### config.mk
export PLATFORM = sky130hd
export DESIGN_NAME = riscv_fetch_unit
export DESIGN_NICKNAME = d
export VERILOG_FILES = /design/src/rtl/riscv_fetch_unit.sv
export SDC_FILE = /design/constraint.sdc
export NUM_CORES = 1
export LEC_CHECK = 0
export ABC_AREA = 1
export BUFFER_PORTS_ARGS = -buffer_cell sky130_fd_sc_hd__buf_2
export CORE_MARGIN = 2
export CORE_UTILIZATION = 52
export DETAILED_ROUTE_END_ITERATION = 7
export GPL_TIMING_DRIVEN = 0
export PLACE_DENSITY_LB_ADDON = 0.1
export SYNTH_ARGS = -nofsm -noshare
export SYNTH_HDL_FRONTEND = slang
export SYNTH_SLANG_ARGS = --single-unit
### constraint.sdc
create_clock -name clk -period 4.14 [get_ports clk]
set_input_delay 0.414 -clock clk [delete_from_list [all_inputs] [get_ports clk]]
set_output_delay 0.414 -clock clk [all_outputs]
set_load 0.05 [all_outputs]
### src/rtl/riscv_fetch_unit.sv
// Multicycle instruction fetch stage: owns the PC, fetches one instruction per fetch_start
// into the IR and hands it to the controller. Optional fault path enabled by `FETCH_FAULT_EN.
module riscv_fetch_unit #(
    parameter int unsigned       XLEN      = 32,
    parameter logic [XLEN-1:0]   RESET_PC  = 32'h0000_0000,
    parameter logic [XLEN-1:0]   NOP_INSTR = 32'h0000_0013
) (
    input  logic            clk,
    input  logic            rst,
    input  logic            fetch_start,
    input  logic            redirect_valid,
    input  logic [XLEN-1:0] redirect_pc,
    output logic            imem_req,
    output logic [XLEN-1:0] imem_addr,
    input  logic            imem_gnt,
    input  logic            imem_rvalid,
    input  logic [XLEN-1:0] imem_rdata,
    output logic            instr_valid,
    input  logic            instr_ready,
    output logic [XLEN-1:0] instr,
    output logic [6:0]      opcode,
    output logic [6:0]      funct7,
    output logic [XLEN-1:0] pc,
    output logic            busy
`ifdef FETCH_FAULT_EN
    ,
    input  logic            imem_err,
    output logic            fetch_fault
`endif
);

    typedef enum logic [1:0] {
        ST_IDLE = 2'd0,
        ST_REQ  = 2'd1,
        ST_WAIT = 2'd2,
        ST_HOLD = 2'd3
    } state_t;

`ifdef FETCH_FAULT_EN
    localparam logic [XLEN-1:0] ALIGN_MASK = {XLEN{1'b1}};
`else
    localparam logic [XLEN-1:0] ALIGN_MASK = {{(XLEN-2){1'b1}}, 2'b00};
`endif
    localparam logic [XLEN-1:0] PC_STEP = {{(XLEN-3){1'b0}}, 3'b100};

    function automatic logic word_aligned(input logic [1:0] lsb);
        return (lsb == 2'b00);
    endfunction

    state_t          state_r;
    logic [XLEN-1:0] pc_r;
    logic [XLEN-1:0] pc_redir_r;
    logic [XLEN-1:0] ir_r;
    logic            kill_r;
    logic            imem_req_r;
    logic            instr_valid_r;
    logic            busy_r;
`ifdef FETCH_FAULT_EN
    logic            fetch_fault_r;
`endif

    logic [XLEN-1:0] redir_s;
    logic [XLEN-1:0] idle_target_s;
    logic [XLEN-1:0] retarget_s;

    assign redir_s       = redirect_pc & ALIGN_MASK;
    assign idle_target_s = redirect_valid ? redir_s : pc_r;
    // A redirect arriving together with the killed response is newer than any stored target.
    assign retarget_s    = redirect_valid ? redir_s : pc_redir_r;

    assign imem_req    = imem_req_r;
    assign imem_addr   = pc_r;
    assign instr_valid = instr_valid_r;
    assign instr       = ir_r;
    assign opcode      = ir_r[6:0];
    assign funct7      = ir_r[31:25];
    assign pc          = pc_r;
    assign busy        = busy_r;
`ifdef FETCH_FAULT_EN
    assign fetch_fault = fetch_fault_r;
`endif

    // Fetch FSM with all handshake outputs registered alongside the state.
    always_ff @(posedge clk or posedge rst) begin
        if (rst) begin
            state_r       <= ST_IDLE;
            pc_r          <= RESET_PC & ALIGN_MASK;
            pc_redir_r    <= RESET_PC & ALIGN_MASK;
            ir_r          <= NOP_INSTR;
            kill_r        <= 1'b0;
            imem_req_r    <= 1'b0;
            instr_valid_r <= 1'b0;
            busy_r        <= 1'b0;
`ifdef FETCH_FAULT_EN
            fetch_fault_r <= 1'b0;
`endif
        end else begin
            case (state_r)
                ST_IDLE: begin
                    if (redirect_valid) begin
                        pc_r <= redir_s;
                    end
                    if (fetch_start) begin
                        state_r    <= ST_REQ;
                        busy_r     <= 1'b1;
                        imem_req_r <= word_aligned(idle_target_s[1:0]);
                    end
                end
                ST_REQ: begin
`ifdef FETCH_FAULT_EN
                    if (!word_aligned(pc_r[1:0])) begin
                        state_r       <= ST_HOLD;
                        ir_r          <= NOP_INSTR;
                        fetch_fault_r <= 1'b1;
                        instr_valid_r <= 1'b1;
                        imem_req_r    <= 1'b0;
                        kill_r        <= 1'b0;
                    end else
`endif
                    begin
                        // Address stays on the bus until granted; a redirect only arms the kill.
                        if (redirect_valid) begin
                            pc_redir_r <= redir_s;
                            kill_r     <= 1'b1;
                        end
                        if (imem_gnt) begin
                            state_r    <= ST_WAIT;
                            imem_req_r <= 1'b0;
                        end
                    end
                end
                ST_WAIT: begin
                    if (imem_rvalid) begin
                        if (kill_r || redirect_valid) begin
                            kill_r     <= 1'b0;
                            pc_r       <= retarget_s;
                            state_r    <= ST_REQ;
                            imem_req_r <= word_aligned(retarget_s[1:0]);
                        end else begin
`ifdef FETCH_FAULT_EN
                            if (imem_err) begin
                                ir_r          <= NOP_INSTR;
                                fetch_fault_r <= 1'b1;
                            end else begin
                                ir_r <= imem_rdata;
                            end
`else
                            ir_r <= imem_rdata;
`endif
                            state_r       <= ST_HOLD;
                            instr_valid_r <= 1'b1;
                        end
                    end else if (redirect_valid) begin
                        pc_redir_r <= redir_s;
                        kill_r     <= 1'b1;
                    end
                end
                ST_HOLD: begin
                    // Redirect has priority over consumption: no pc+4 when both arrive.
                    if (redirect_valid) begin
                        pc_r          <= redir_s;
                        state_r       <= ST_IDLE;
                        instr_valid_r <= 1'b0;
                        busy_r        <= 1'b0;
`ifdef FETCH_FAULT_EN
                        fetch_fault_r <= 1'b0;
`endif
                    end else if (instr_ready) begin
                        pc_r          <= pc_r + PC_STEP;
                        state_r       <= ST_IDLE;
                        instr_valid_r <= 1'b0;
                        busy_r        <= 1'b0;
`ifdef FETCH_FAULT_EN
                        fetch_fault_r <= 1'b0;
`endif
                    end
                end
                default: begin
                    state_r       <= ST_IDLE;
                    imem_req_r    <= 1'b0;
                    instr_valid_r <= 1'b0;
                    busy_r        <= 1'b0;
                    kill_r        <= 1'b0;
                end
            endcase
        end
    end

endmodule
== After elaboration in Yosys (flattened, before gate mapping) ==
Cells that the tools add are included.

* $add $sub $neg: 1
* Eq/ne operators: 12
* Mux-type cells: 32
* Bitwise operators: 1
* Reduce and logical (&&, ||, !) cells: 18

{| class="wikitable"
|+ Operator list
! kind !! number
|-
| 2-to-1 mux 32 bit || 7
|-
| one-hot mux 32 bit (3 select lines) || 1
|-
| one-hot mux 32 bit (2 select lines) || 1
|-
| adder 32 x 3 -> 32 bit (second input constant) || 1
|-
| inequality test 2 bit (second input constant) || 7
|-
| 2-to-1 mux 1 bit || 12
|-
| 2-to-1 mux 2 bit || 6
|-
| AND reduction 4 bit || 3
|-
| AND reduction 5 bit || 2
|-
| one-hot mux 2 bit (4 select lines) || 1
|-
| logical NOT 2 bit || 3
|-
| inequality test 3 bit (second input constant) || 2
|-
| one-hot mux 1 bit (2 select lines) || 3
|-
| AND reduction 3 bit || 2
|-
| nonzero test 2 bit || 3
|-
| nonzero test 3 bit || 2
|-
| == test 2 bit (second input constant) || 2
|-
| AND reduction 2 bit || 2
|-
| one-hot mux 1 bit (3 select lines) || 1
|-
| == test 2 x 1 -> 1 bit (second input constant) || 1
|-
| logical OR 1 bit || 1
|-
| inverter 1 bit || 1
|}

* Bits in registers: 102
* Input bits: 71
* Word-level logic and storage cells: 73

== Longest topological paths before layout ==
* Word-level depth: 5
* Mapped depth: 11
* Mapped depth without buffers: 10

== Worst setup path before layout ==
OpenSTA, ideal clock, no wires.

* Path kind: register to register
* Start point: reg pc_r[2], in the netlist imem_addr[2]
* End point: reg pc_r[26], in the netlist imem_addr[26]
* Arrival: 1740 ps
* Data required time: 4020 ps
* Setup slack: 2281 ps
* Cell stages (with the launch flop): 11
* Path buffers: 0
* Period minus slack after synthesis: 1859 ps
* Path through: dfrtp_1 -> ha_1 -> nand2_1 -> nor2_1 -> nand2_1 -> nor2_2 -> nand2_1 -> o21ai_1 -> nand2_1 -> nand2_1 -> nand2_1

* Word-level cells in the longest chain between the ends: 4

{| class="wikitable"
|+ RTL lines
! item !! RTL line !! source
|-
| from (decl) || 51 || <nowiki>logic [XLEN-1:0] pc_r;</nowiki>
|-
| from (signal assigned) || 87 || <nowiki>pc_r <= RESET_PC & ALIGN_MASK;</nowiki>
|-
| from (signal assigned) || 101 || <nowiki>pc_r <= redir_s;</nowiki>
|-
| from (signal assigned) || 136 || <nowiki>pc_r <= retarget_s;</nowiki>
|-
| adder 32 x 3 -> 32 bit || 169 || <nowiki>pc_r <= pc_r + PC_STEP;</nowiki>
|-
| 2-to-1 mux 32 bit || 168 || <nowiki>end else if (instr_ready) begin</nowiki>
|-
| 2-to-1 mux 32 bit || 160 || <nowiki>if (redirect_valid) begin</nowiki>
|-
| one-hot mux 32 bit (3 select lines) || 98 || <nowiki>case (state_r)</nowiki>
|}

No other way between the ends. The select of a mux whose other input is x is not followed.
A chain may end at the register's enable or synchronous reset.

== Final worst setup path ==
* Start point: reg state_r[0]
* End point: reg pc_r[31], in the netlist imem_addr[31]

* Word-level cells in the longest chain between the ends: 3
* Elaborated cells between the ends (all ways): 10
* Those cells by class: eq/ne (6); mux (1); reduce/logical (3)

{| class="wikitable"
|+ RTL lines
! item !! RTL line !! source
|-
| from (decl) || 50 || <nowiki>state_t state_r;</nowiki>
|-
| from (signal assigned) || 86 || <nowiki>state_r <= ST_IDLE;</nowiki>
|-
| from (signal assigned) || 104 || <nowiki>state_r <= ST_REQ;</nowiki>
|-
| from (signal assigned) || 127 || <nowiki>state_r <= ST_WAIT;</nowiki>
|-
| == test 2 bit / logical NOT 2 bit (equally long branches) || 98 ||
|-
| inequality test 3 bit (no source line), or another cell as far along || -- ||
|-
| AND reduction 5 bit (no source line) || -- ||
|}

Several ways; a longest one is shown, not always the timed one.

==> metrics.md <==
| Metric | Value |
|---|---|
| Run status | finished clean |
| Max Fanout on Critical Path | 10 |
| Highest attainable clock frequency | 0.4779 GHz |
| RR Startpoint | state_r[0]$_DFFE_PP0P_ |
| Number of I/O port buffers | 181 |
| Min-Delay Path Class | input port to async pin |
| Req. time, crit path | 4.35 ns |
| Effective utilization at floorplan | 52.73% |
| Setup-failing EPs final | 0 |
| Clock root cell | sky130_fd_sc_hd__clkbuf_16 |
| Number of buffers on the longest clock path | 2 |
| Avg Cell Area, Syn | 8.335 um^2 |
| Die outline area | 12,300 um^2 |
| Share of post-route cells with drive strength above 1 | 36.15% |
| # DRC | 0 |
| Count of maximum capacitance violations | 0 |
| 1st-iter DRT viols | 409 |
| Sum of overflow across all layers after global routing | 0 |
| Clock transition at the register clock pins on the worst setup and hold paths after CTS | 0.07 ns |
| Syn nets | 791 |
| Sink count of the clock tree | 102 |
| Wire per inst | 15.01 um |
| Core Util, Final | 65.17% |
| I/O pin total | 184 |
| Post-CTS Resized | 0 |
| Number of buffers created by CTS | 9 |
| Final RePlAce weighted congestion | 0.9182 |
| Hold violation count in the final report | 0 |
| Initial antenna violation count | 0 |
| Core box area | 11,270 um^2 |
| Worst rel slew slack | 53.04% |
| Antenna diode count | 0 |
| Post-route insts no fill | 1,053 |
| Kind of launch point of the worst setup path | flop |
| Cell Rows | 39 |
| GRT Util Overall | 26.08% |
| RR Endpoint | imem_addr[31]$_DFFE_PP0P_ |
| Setup repair after global routing missed its margin | false |
| Detailed-placement wirelength estimate | 11,870 um |
| Maximum level of the CTS H-tree | 3 |
| Routed Antenna Nets | 0 |
| Count of unique library cells instantiated by Yosys | 34 |
| Detail-routed via count per cell | 5.140 |
| Worst Reg-to-Reg Cells | 7 |
| Fin Hold WS | 0.1603 ns |
| Post-synthesis cell count | 713 |
| Crit share post-route | 50.54% |
| Number of storage elements in the synthesis netlist | 102 |
| Count of nets after finishing | 984 |
| Total instance count after detailed placement | 1,038 |
| Clk_lat worst skew | 0.35 ns |
| Die boundary width | 110.9 um |
| Crit. End Element | flop |
| Final-report max-slew violation count | 0 |
| Post-CTS setup buffers | 0 |
| Final clock skew | 0.006023 ns |
| Arr. time, crit path | 2.31 ns |
| Via count | 5,412 |
| Area of the multi-input gates | 2561 um^2 |
| Global-route wire length before repair | 25,830 um |
| Synth warn | 0 |
| Total standard cell area after synthesis | 5943 um^2 |
| Maximum number of pins on one net before global-route repair | 55 |
| Transition time at the pin with the least slew margin | 0.7045 ns |
| First-pass iteration count of the detailed router | 5 |
| Wirelength, routed | 15,810 um |
| CTS tree | done |
| Die height | 110.9 um |
| Area grow syn2layout | 23.60% |
| Cts hold-fix bufs | 0 |
| Count of fill cells added during filler insertion | 1,000 |
| Sequential cell area fraction in the yosys report | 43.01% |
| Reg2reg setup slack | 2.05 ns |
| Combined flip-flop and latch cell area | 2556 um^2 |
| Critical path class | flop to flop |
| Number of global-route vias before repair | 5,172 |
| Final period demand of the worst path | 2.092 ns |
## per-stage QoR
stage               area (um^2)  setup TNS [ns]  worst slack, ns
finish                     7346               0            2.048
global route               7346               0            1.922
detailed placement         7058               0            2.096
floorplan                  5943               0            1.055
CTS                        7346               0            2.089
global placement           7028          -16.38          -0.1754
## cell type report
| class | instances | share of cell area (%) |
|---|---|---|
| plain buffers | 72 | 7.477 |
| clock inverters | 6 | 0.8516 |
| clock buffers | 9 | 3.066 |
| multi-input cells | 466 | 34.87 |
| well taps | 143 | 2.436 |
| repair buffers | 182 | 12.71 |
| inverters | 73 | 3.798 |
| flip-flops and latches | 102 | 34.80 |
## flip-flops by register name, indices dropped and copies added, names as in the netlist
register,cells
imem_req,1
instr,32
pc_redir_r,32
kill_r,1
busy,1
state_r,2
imem_addr,32
instr_valid,1
## worst max-delay path, cell delays in order (launching register included)
cell and delay (ns):
sky130_fd_sc_hd__dfrtp_1 0.41, sky130_fd_sc_hd__inv_1 0.11, sky130_fd_sc_hd__ha_1 0.28, sky130_fd_sc_hd__clkbuf_1 0.26, sky130_fd_sc_hd__nand3_1 0.16, sky130_fd_sc_hd__o21ai_0 0.15
sky130_fd_sc_hd__nor3_1 0.45, sky130_fd_sc_hd__a21oi_1 0.14
## synthesized netlist by cell type, drive strengths merged
master | number | area share (%)
o21ai | 62 | 5.2
nor3 | 19 | 1.6
nand4 | 1 | 0.11
ha | 7 | 1.5
buf | 68 | 9.0
dfrtp | 99 | 42
nor2 | 79 | 6.0
nand3 | 41 | 3.5
or2 | 6 | 0.63
inv | 73 | 4.7
nand2 | 160 | 11
a31oi | 2 | 0.21
dfstp | 3 | 1.3
o32ai | 2 | 0.29
nor3b | 1 | 0.13
and2 | 1 | 0.11
clkbuf | 4 | 0.25
mux2 | 32 | 8.0
o211ai | 3 | 0.38
o22ai | 21 | 2.2
o21bai | 3 | 0.38
a21oi | 26 | 2.2
## worst max-delay path by stage
stage | start | to | slack [ns] | cells past startpoint
finish | state_r[0]$_DFFE_PP0P_ | imem_addr[31]$_DFFE_PP0P_ | 2.05 | 7
global route | state_r[0]$_DFFE_PP0P_ | imem_addr[30]$_DFFE_PP0P_ | 1.92 | 8
CTS | state_r[0]$_DFFE_PP0P_ | imem_addr[30]$_DFFE_PP0P_ | 2.09 | 8
detailed placement | state_r[0]$_DFFE_PP0P_ | imem_addr[30]$_DFFE_PP0P_ | 2.10 | 8
global placement | rst | imem_addr[30]$_DFFE_PP0P_ | -0.18 | 2
floorplan | rst | busy$_DFFE_PP0P_ | 1.06 | 1
## layer usage
metal  vias up  wire length [um]  GRT usage [%]  share of wire, %
met1      2523              6784          35.70                43
met2       213              7654          42.54                48
met5         -                 0              0                 0
met3        14              1171          6.069               7.4
met4         0               200          5.917               1.3
li1       2662                 -              -                 -
## layout by cell type, fill, tap and decap left out, drive strengths merged, types with 2 or more instances in the layout
cell type    n
mux2        32
ha           7
nor3        19
o21bai       3
o21ai       62
clkinv       4
buf        250
inv         74
o32ai        2
a21oi       26
nor2        79
o211ai       3
a31oi        2
dfrtp       99
dfstp        3
nand2      160
o22ai       21
clkbuf      13
nand3       41
or2          6
## logic make-up after synthesis
family | synth area share (%)
AND/OR/NAND/NOR | 22.78
buffers and inverters | 13.89
AO/OA/AOI/OAI | 10.88
flip-flops | 43.01
multiplexers | 7.958
adder cells (fa/ha/maj) | 1.474
Power is left out: the tool's default activity adds up to more than one toggle a clock period on the data nets, which glitch-free logic cannot reach.
